$ cat config.mk
export PLATFORM = sky130hd
export DESIGN_NAME = traffic_light_controler
export DESIGN_NICKNAME = d
export VERILOG_FILES = /design/src/rtl/traffic_light_pkg.sv /design/src/rtl/tlc_dwell_timer.sv /design/src/rtl/traffic_light_controler.sv
export SDC_FILE = /design/constraint.sdc
export NUM_CORES = 1
export LEC_CHECK = 0
export CAP_MARGIN = 25
export CORE_AREA = 2 2 39 41
export DETAILED_ROUTE_END_ITERATION = 8
export DIE_AREA = 0 0 41 43
export GPL_TIMING_DRIVEN = 0
export PLACE_DENSITY = 0.57
export SYNTH_ARGS = -nofsm -noshare
export SYNTH_HDL_FRONTEND = slang
export SYNTH_SLANG_ARGS = --single-unit
$ cat constraint.sdc
create_clock -name clk -period 3.7 [get_ports clk]
set_input_delay 0.74 -clock clk [delete_from_list [all_inputs] [get_ports clk]]
set_output_delay 0.74 -clock clk [all_outputs]
set_load 0.02 [all_outputs]
$ cat src/rtl/traffic_light_pkg.sv
// Shared definitions for the pedestrian-crossing traffic light controller:
// state encoding, default dwell times and timer sizing helpers.
package traffic_light_pkg;

    // Vehicle phase; the fourth encoding (2'b11) is unreachable and recovers to S_GREEN.
    typedef enum logic [1:0] {
        S_GREEN  = 2'b00,
        S_YELLOW = 2'b01,
        S_RED    = 2'b10
    } tlc_state_e;

    // Default dwell times in clk cycles.
    localparam int GREEN_MIN_DEFAULT   = 4;
    localparam int YELLOW_TIME_DEFAULT = 2;
    localparam int WALK_TIME_DEFAULT   = 4;

    // Largest of three dwell times.
    function automatic int max3(input int a, input int b, input int c);
        int m;
        m = a;
        if (b > m) m = b;
        if (c > m) m = c;
        return m;
    endfunction

    // Dwell timer width: enough bits to hold the longest dwell, plus one.
    function automatic int timer_width(input int g, input int y, input int w);
        return $clog2(max3(g, y, w)) + 1;
    endfunction

endpackage

$ cat src/rtl/tlc_dwell_timer.sv
// Saturating dwell counter: cleared on a phase change, otherwise counts
// cycles spent in the current phase and sticks at its maximum value.
module tlc_dwell_timer #(
    parameter int W = 3
) (
    input  logic         clk,
    input  logic         rst,
    input  logic         clear,
    input  logic         enable,
    output logic [W-1:0] count
);

    // Count up while enabled, restart on clear, hold once all ones.
    always_ff @(posedge clk or posedge rst) begin
        if (rst) begin
            count <= '0;
        end else if (clear) begin
            count <= '0;
        end else if (enable && (count != {W{1'b1}})) begin
            count <= count + W'(1);
        end
    end

endmodule

$ cat src/rtl/traffic_light_controler.sv
// Pedestrian-crossing traffic light controller. A Moore FSM cycles
// GREEN -> YELLOW -> RED(walk) -> GREEN; green is held until a pedestrian
// request is seen and the minimum green time has elapsed.
module traffic_light_controler
    import traffic_light_pkg::*;
#(
    parameter int GREEN_MIN   = GREEN_MIN_DEFAULT,
    parameter int YELLOW_TIME = YELLOW_TIME_DEFAULT,
    parameter int WALK_TIME   = WALK_TIME_DEFAULT
) (
    input  logic clk,
    input  logic rst,
    input  logic pedestrian_btn,
    output logic red,
    output logic yellow,
    output logic green,
    output logic walk_light,
    output logic stop_light
);

    localparam int TW = timer_width(GREEN_MIN, YELLOW_TIME, WALK_TIME);

    // Timer value seen in the last cycle of each phase (timer starts at 0).
    localparam logic [TW-1:0] GREEN_LAST  = TW'(GREEN_MIN - 1);
    localparam logic [TW-1:0] YELLOW_LAST = TW'(YELLOW_TIME - 1);
    localparam logic [TW-1:0] WALK_LAST   = TW'(WALK_TIME - 1);

    tlc_state_e    state;
    tlc_state_e    state_next;
    logic [TW-1:0] timer;
    logic          state_change;
    logic          leave_green;
    logic          req_pending;

    // State register; reset forces the green phase immediately.
    always_ff @(posedge clk or posedge rst) begin
        if (rst) begin
            state <= S_GREEN;
        end else begin
            state <= state_next;
        end
    end

    // Next-state selection and lamp decode from the current state only.
    always_comb begin
        state_next  = state;
        leave_green = 1'b0;
        red         = 1'b0;
        yellow      = 1'b0;
        green       = 1'b0;
        walk_light  = 1'b0;
        stop_light  = 1'b0;
        case (state)
            S_GREEN: begin
                green      = 1'b1;
                stop_light = 1'b1;
                // A live press counts as well as a latched one, giving
                // one-cycle response once minimum green has elapsed.
                if ((timer >= GREEN_LAST) && (req_pending || pedestrian_btn)) begin
                    state_next  = S_YELLOW;
                    leave_green = 1'b1;
                end
            end
            S_YELLOW: begin
                yellow     = 1'b1;
                stop_light = 1'b1;
                if (timer >= YELLOW_LAST) begin
                    state_next = S_RED;
                end
            end
            S_RED: begin
                red        = 1'b1;
                walk_light = 1'b1;
                if (timer >= WALK_LAST) begin
                    state_next = S_GREEN;
                end
            end
            default: begin
                // Unused encoding: show the safe green/don't-walk lamps and
                // return to S_GREEN on the next edge.
                green      = 1'b1;
                stop_light = 1'b1;
                state_next = S_GREEN;
            end
        endcase
    end

    assign state_change = (state_next != state);

    // Latch pedestrian presses seen during green; cleared when green is left.
    always_ff @(posedge clk or posedge rst) begin
        if (rst) begin
            req_pending <= 1'b0;
        end else if (leave_green) begin
            req_pending <= 1'b0;
        end else if ((state == S_GREEN) && pedestrian_btn) begin
            req_pending <= 1'b1;
        end
    end

    tlc_dwell_timer #(
        .W(TW)
    ) u_dwell_timer (
        .clk   (clk),
        .rst   (rst),
        .clear (state_change),
        .enable(1'b1),
        .count (timer)
    );

endmodule

Yosys cells after proc, flatten, opt, wreduce, memory -nomap -nowiden
Cells that the tools add are included.
Widths: inputs -> output; s select.
- flip-flop bits (word level): 6
- bits in latches: 0
- RAM bits: 0
- ROM bits: 0
- input bits: 3
- output and inout port bits: 5
- word-level logic and storage cells: 31
- memories: 0
- add/sub/neg operators: 1
- multiply operators: 0
- div/mod/pow operators: 0
- magnitude comparators: 2
- equal/unequal tests: 4
- shift operators: 0
- mux-type cells: 14
- bitwise logic cells: 0
- reductions and logical operators: 7
- operators with widths (cell ; count):
    $mux 1 ; 8
    $mux 2 ; 3
    $mux 3 ; 2
    $pmux 2 s3 ; 1
    $reduce_bool 2->1 ; 2
    $add 3x1->3 const B ; 1
    $ge 3x1->1 const B ; 1
    $ge 3x2->1 const B ; 1
    $ne 3x3->1 const B ; 1
    $eq 2x1->1 const B ; 1
    $eq 2x2->1 const B ; 1
    $logic_and 1x1->1 ; 2
    $logic_not 2->1 ; 1
    $ne 2x2->1 ; 1
    $reduce_or 2->1 ; 1
    $logic_or 1x1->1 ; 1

Longest topological paths before layout
Gate-level depths: netlist (run 1).
- depth after elaboration: 6
- gate-level depth with buffers: 6

Cells and area by module
From an unflattened synthesis (run 1), not the netlist that was laid out.
- cell total of the unflattened synthesis: 55
- area, all modules: 495.5 µm²
- modules (own cells, without submodules) (module ; times used ; cells an instance ; area each (µm²)):
    traffic_light_controler ; 1 ; 39 ; 307.8
    tlc_dwell_timer ; 1 ; 16 ; 187.7

Worst setup path before layout (run 1)
OpenSTA, ideal clock, no wires.
- kind: register to output
- start: reg state[0]
- end: out walk_light
- arrival time: 1.055 ns
- path slack: 1.905 ns
- cell stages (with the launch flop): 4
- buffers on the path: 1
- cells stage by stage: dfrtp_1 > inv_1 > ha_1 > buf_4
- word-level cells in the longest chain between the ends: 2
- RTL lines (element ; RTL line ; source):
    start, declared ; traffic_light_controler.sv:28 ; tlc_state_e state;
    start signal, assigned ; traffic_light_controler.sv:40 ; state <= state_next;
    $eq 2x2->1 ; - ;
    $mux 1 ; - ;
    end, declared ; traffic_light_controler.sv:17 ; output logic walk_light,
Every way passes these cells.

Worst setup path in the final report (run 1)
- start: reg state[0]
- end: out walk_light
- word-level cells in the longest chain between the ends: 2
- RTL lines (element ; RTL line ; source):
    $eq 2x2->1 ; traffic_light_controler.sv:53 ; case (state)
    $mux 1 ; traffic_light_controler.sv:53 ;
Every way passes these cells.

==> impl_metrics.xml, run 1 <==
<?xml version="1.0" encoding="UTF-8"?>
<metrics>
  <group name="die">
    <metric name="core" unit="sq mm">0.001384</metric>
    <metric name="num_rows" unit="">14</metric>
    <metric name="chipWidth" unit="um">41</metric>
    <metric name="die-area" unit="sq mm">0.001763</metric>
    <metric name="die-height" unit="um">43</metric>
    <metric name="io-pin-count" unit="">8</metric>
    <metric name="starting_density" unit="%">36.71</metric>
  </group>
  <group name="global_routing">
    <metric name="global_route.usage.total" unit="%">11.99</metric>
    <metric name="grt_max_degree" unit="">9</metric>
    <metric name="grt_use_met2" unit="%">17.50</metric>
    <metric name="met3_usage" unit="%">6.283</metric>
    <metric name="met1_usage" unit="%">15.72</metric>
    <metric name="busiest_layer" unit="">met2</metric>
    <metric name="grt.overflow.total" unit="">0</metric>
    <metric name="via_count_of_the_first_global_routing_pass" unit="">349</metric>
    <metric name="antenna_found_initial" unit="">0</metric>
    <metric name="grt_pass1_wl" unit="um">1442</metric>
  </group>
  <group name="clock_network">
    <metric name="clock_root_buffer_master" unit="">sky130_fd_sc_hd__clkbuf_4</metric>
    <metric name="clock_tree_from_tritoncts" unit="">done</metric>
    <metric name="post_cts.repair.setup_buffers" unit="">0</metric>
    <metric name="ctsLongestPathBuffers" unit="">2</metric>
    <metric name="post_cts.resized_instances" unit="">0</metric>
    <metric name="number_of_levels_in_the_clock_h_tree" unit="">1</metric>
    <metric name="postCtsHoldBufs" unit="">0</metric>
    <metric name="clkLatencyLatePin" unit="ns">0.24</metric>
    <metric name="clkSinkCount" unit="">6</metric>
    <metric name="cts_made_buffers" unit="">3</metric>
    <metric name="clk_pin_slew" unit="ns">0.04</metric>
  </group>
  <group name="yosys">
    <metric name="synth.net_count" unit="">66</metric>
    <metric name="netlist-cell-type-count" unit="">24</metric>
    <metric name="synth_sequential_area_ratio" unit="%">29.56</metric>
    <metric name="synthCells" unit="">55</metric>
    <metric name="largest_area_contributor_in_the_synthesized_netlist" unit="">sky130_fd_sc_hd__dfrtp_1</metric>
    <metric name="synthesis.yosys.warnings" unit="">0</metric>
    <metric name="cells_taking_the_most_area_after_synthesis" unit="">sky130_fd_sc_hd__dfrtp_1 30%, sky130_fd_sc_hd__ha_1 20%, sky130_fd_sc_hd__inv_1 5.2%</metric>
    <metric name="mappedNetlistArea" unit="sq um">508.0</metric>
    <metric name="syn_area_per_cell" unit="sq um">9.236</metric>
    <metric name="synth.top_cell.area_share" unit="%">29.56</metric>
    <metric name="synth-seq-cells" unit="">6</metric>
  </group>
  <group name="layout">
    <metric name="layout-drive-gt1-share" unit="%">15.38</metric>
    <metric name="finalNonFillerCells" unit="">81</metric>
    <metric name="insertedDiodeCount" unit="">0</metric>
    <metric name="finalInstanceArea" unit="sq um">620.6</metric>
    <metric name="flow.area_growth_from_synthesis" unit="%">22.17</metric>
    <metric name="number_of_nets_in_the_finished_design" unit="">78</metric>
    <metric name="post-route-util" unit="%">44.85</metric>
  </group>
  <group name="sta">
    <metric name="setup_viol_count_final" unit="">0</metric>
    <metric name="worst_slack" unit="ns">1.177</metric>
    <metric name="fin_crit" unit="ns">2.523</metric>
    <metric name="hold_viol_final" unit="">0</metric>
    <metric name="final_min_period_over_clock_period" unit="%">68.20</metric>
    <metric name="final-max-slew-violation-count" unit="">0</metric>
    <metric name="setup_repair_after_global_routing_missed_its_margin" unit="">false</metric>
    <metric name="timing.slew.headroom" unit="%">65.79</metric>
    <metric name="fin_worst_skew" unit="ns">0.001974</metric>
    <metric name="max_slew.worst_pin.slew" unit="ns">0.5065</metric>
    <metric name="final.setup.tns" unit="ns">0</metric>
    <metric name="max_clock_freq" unit="MHz">396.3</metric>
  </group>
  <group name="routing">
    <metric name="drtIter0Drc" unit="">9</metric>
    <metric name="via_cell_ratio" unit="">5.037</metric>
    <metric name="routed_wire_length_per_instance" unit="um">10.46</metric>
    <metric name="ant_nets" unit="">0</metric>
    <metric name="first_pass_iters" unit="">2</metric>
    <metric name="detailroute.via_count" unit="">408</metric>
    <metric name="post-route-drc-count" unit="">0</metric>
    <metric name="totalWireLength" unit="um">847</metric>
  </group>
  <group name="power_and_ir_drop">
    <metric name="cell_internal_pwr" unit="uW">305.6</metric>
    <metric name="power.switching_fraction" unit="%">44.65</metric>
    <metric name="power_density" unit="mW/mm^2">889.7</metric>
    <metric name="reported_net_switching_power" unit="uW">246.5</metric>
    <metric name="power.sequential.fraction" unit="%">25.6</metric>
    <metric name="ir_drop" unit="mV">0.3201</metric>
    <metric name="leakagePower" unit="uW">0.0002764</metric>
    <metric name="pwr-share-comb" unit="%">64.0</metric>
    <metric name="p_clk_share" unit="%">10.4</metric>
  </group>
  <group name="place">
    <metric name="dp.cells" unit="">78</metric>
    <metric name="gp_routability_congestion" unit="">0.6742</metric>
    <metric name="post_dp_cell_area" unit="sq um">598.1</metric>
    <metric name="dp_hpwl" unit="um">708.9</metric>
    <metric name="place.port_buffers" unit="">7</metric>
    <metric name="dp_slack" unit="ns">1.400</metric>
  </group>
  <group name="setup_path">
    <metric name="r2r_setup_slack" unit="ns">1.75</metric>
    <metric name="setup.worst_path.class" unit="">reg2out</metric>
    <metric name="worst-path-max-fanout" unit="">7</metric>
    <metric name="worst_ep_required_time" unit="ns">2.96</metric>
    <metric name="timing.critical_path.to_type" unit="">primary output</metric>
    <metric name="cp-start-kind" unit="">flop</metric>
    <metric name="data_arrival_time_at_the_worst_slack_endpoint" unit="ns">1.78</metric>
    <metric name="reg2regPathDepth" unit="">6</metric>
  </group>
  <group name="status">
    <metric name="result_of_the_run" unit="">completed</metric>
  </group>
  <group name="min_path">
    <metric name="worst_hold_path_depth" unit="">2</metric>
    <metric name="worstHoldPathType" unit="">reg2reg</metric>
  </group>
  <group name="job">
    <metric name="max_cap_violations" unit="">0</metric>
  </group>
</metrics>
[synth_stat cells]
master	instances
sky130_fd_sc_hd__o41ai_1	1
sky130_fd_sc_hd__nor3_1	2
sky130_fd_sc_hd__nor2_1	3
sky130_fd_sc_hd__o31a_1	1
sky130_fd_sc_hd__xnor2_1	1
sky130_fd_sc_hd__a21oi_1	2
sky130_fd_sc_hd__a21o_2	1
sky130_fd_sc_hd__a211oi_1	3
sky130_fd_sc_hd__inv_1	7
sky130_fd_sc_hd__nand2_1	4
sky130_fd_sc_hd__a221o_2	1
sky130_fd_sc_hd__buf_4	1
sky130_fd_sc_hd__a211oi_4	1
sky130_fd_sc_hd__o21ai_2	1
sky130_fd_sc_hd__o21ai_0	3
sky130_fd_sc_hd__a22o_2	1
sky130_fd_sc_hd__or3b_1	1
sky130_fd_sc_hd__and2b_2	1
sky130_fd_sc_hd__nand3_1	3
sky130_fd_sc_hd__a31o_1	1
sky130_fd_sc_hd__a22oi_1	1
sky130_fd_sc_hd__nand2b_1	1
sky130_fd_sc_hd__dfrtp_1	6
sky130_fd_sc_hd__ha_1	8
[per-layer routing]
metal / up-vias / wire (um)
met3: 0 / 30
li1: 215 / -
met1: 188 / 382
met5: - / 0
met2: 5 / 434
met4: 0 / 0
[stage by stage]
| stage | power [uW] | hold slack (ns) |
|---|---|---|
| detailed placement | 502.4 | 0.5083 |
| floorplan | 400.6 | 0.4780 |
| CTS | 565.0 | 0.5194 |
| global route | 607.2 | 0.5458 |
| finish | 552.1 | 0.5167 |
| global placement | 501.5 | 0.5179 |
[power by group through the flow]
stage	Sequential [uW]	Clock, uW	Combinational, uW
2_1_floorplan	133	0	268
3_3_place_gp	144	0	358
3_5_place_dp	144	0	359
4_1_cts	143	61.8	361
5_1_grt	147	63.4	397
6_report	141	57.6	353
[worst paths after layout]
path,start,end
worst max-delay path,state[0],walk_light
worst min-delay path,req_pending,req_pending
worst max register to register,u_dwell_timer.count[0],u_dwell_timer.count[1]
worst min register to register,req_pending,req_pending
max in group asynchronous,rst,state[1]
min in group asynchronous,rst,u_dwell_timer.count[0]
[state kept, by name, summed over array words and instances, names as in the netlist]
| signal | flops |
|---|---|
| req_pending | 1 |
| u_dwell_timer.count | 3 |
| state | 2 |
[layout by cell type (no fill, tap or decap)]
cell type                         count
sky130_fd_sc_hd__nor3_1               2
sky130_fd_sc_hd__ha_1                 8
sky130_fd_sc_hd__clkdlybuf4s50_1      7
sky130_fd_sc_hd__inv_1                7
sky130_fd_sc_hd__a221o_2              1
sky130_fd_sc_hd__or3b_1               1
sky130_fd_sc_hd__a211oi_1             3
sky130_fd_sc_hd__o21ai_0              3
sky130_fd_sc_hd__a211oi_4             1
sky130_fd_sc_hd__nand3_1              3
sky130_fd_sc_hd__a21o_2               1
sky130_fd_sc_hd__a22o_2               1
sky130_fd_sc_hd__nor2_1               3
sky130_fd_sc_hd__nand2_1              4
sky130_fd_sc_hd__a31o_1               1
sky130_fd_sc_hd__clkbuf_4             3
sky130_fd_sc_hd__buf_4                1
sky130_fd_sc_hd__o21ai_2              1
sky130_fd_sc_hd__xnor2_1              1
sky130_fd_sc_hd__a22oi_1              1
sky130_fd_sc_hd__a21oi_1              2
sky130_fd_sc_hd__dfrtp_1              6
sky130_fd_sc_hd__nand2b_1             1
sky130_fd_sc_hd__o31a_1               1
sky130_fd_sc_hd__and2b_2              1
sky130_fd_sc_hd__o41ai_1              1
[final cells by class]
cell class                      count  area (sq um)
Buffer                              1         7.507
Timing Repair Buffer                7         70.07
Sequential cell                     6         150.1
Fill cell                         144         763.2
Tap cell                           16         20.02
Inverter                            7         26.28
Clock buffer                        3         22.52
Multi-Input combinational cell     41         324.1
[cell families after synthesis]
logic type | Yosys count | synth area share (%)
AOI/OAI and AO/OA | 17 | 27.59
xor gates and xnor gates | 1 | 1.724
adders and majority gates | 8 | 19.71
buffers and inverters | 8 | 6.652
DFF | 6 | 29.56
and+or+nand+nor | 15 | 14.78
[worst max-delay path, cell delays in order, from the launching register on]
cell                              delay, ns
sky130_fd_sc_hd__dfrtp_1               0.44
sky130_fd_sc_hd__inv_1                 0.13
sky130_fd_sc_hd__ha_1                  0.26
sky130_fd_sc_hd__buf_4                 0.14
sky130_fd_sc_hd__clkdlybuf4s50_1       0.58
(Power assumes the default switching activity.)
==> run 2: changes to the inputs <==
clock period = 2.55 ns   (was 3.7 ns; I/O delays follow)
==> results of run 2 <==
The final DEF is identical to that of run 1. Status: completed.
Main changes from that run: setup slack after placement 1.400 ns -> 0.4801 ns; setup slack after layout 1.177 ns -> 0.2565 ns; hold slack 0.5167 ns -> 0.4766 ns; register-to-register setup slack 1.75 ns -> 0.60 ns; total power 552.1 uW -> 801.1 uW; worst IR drop on VDD 0.3201 mV -> 0.4644 mV
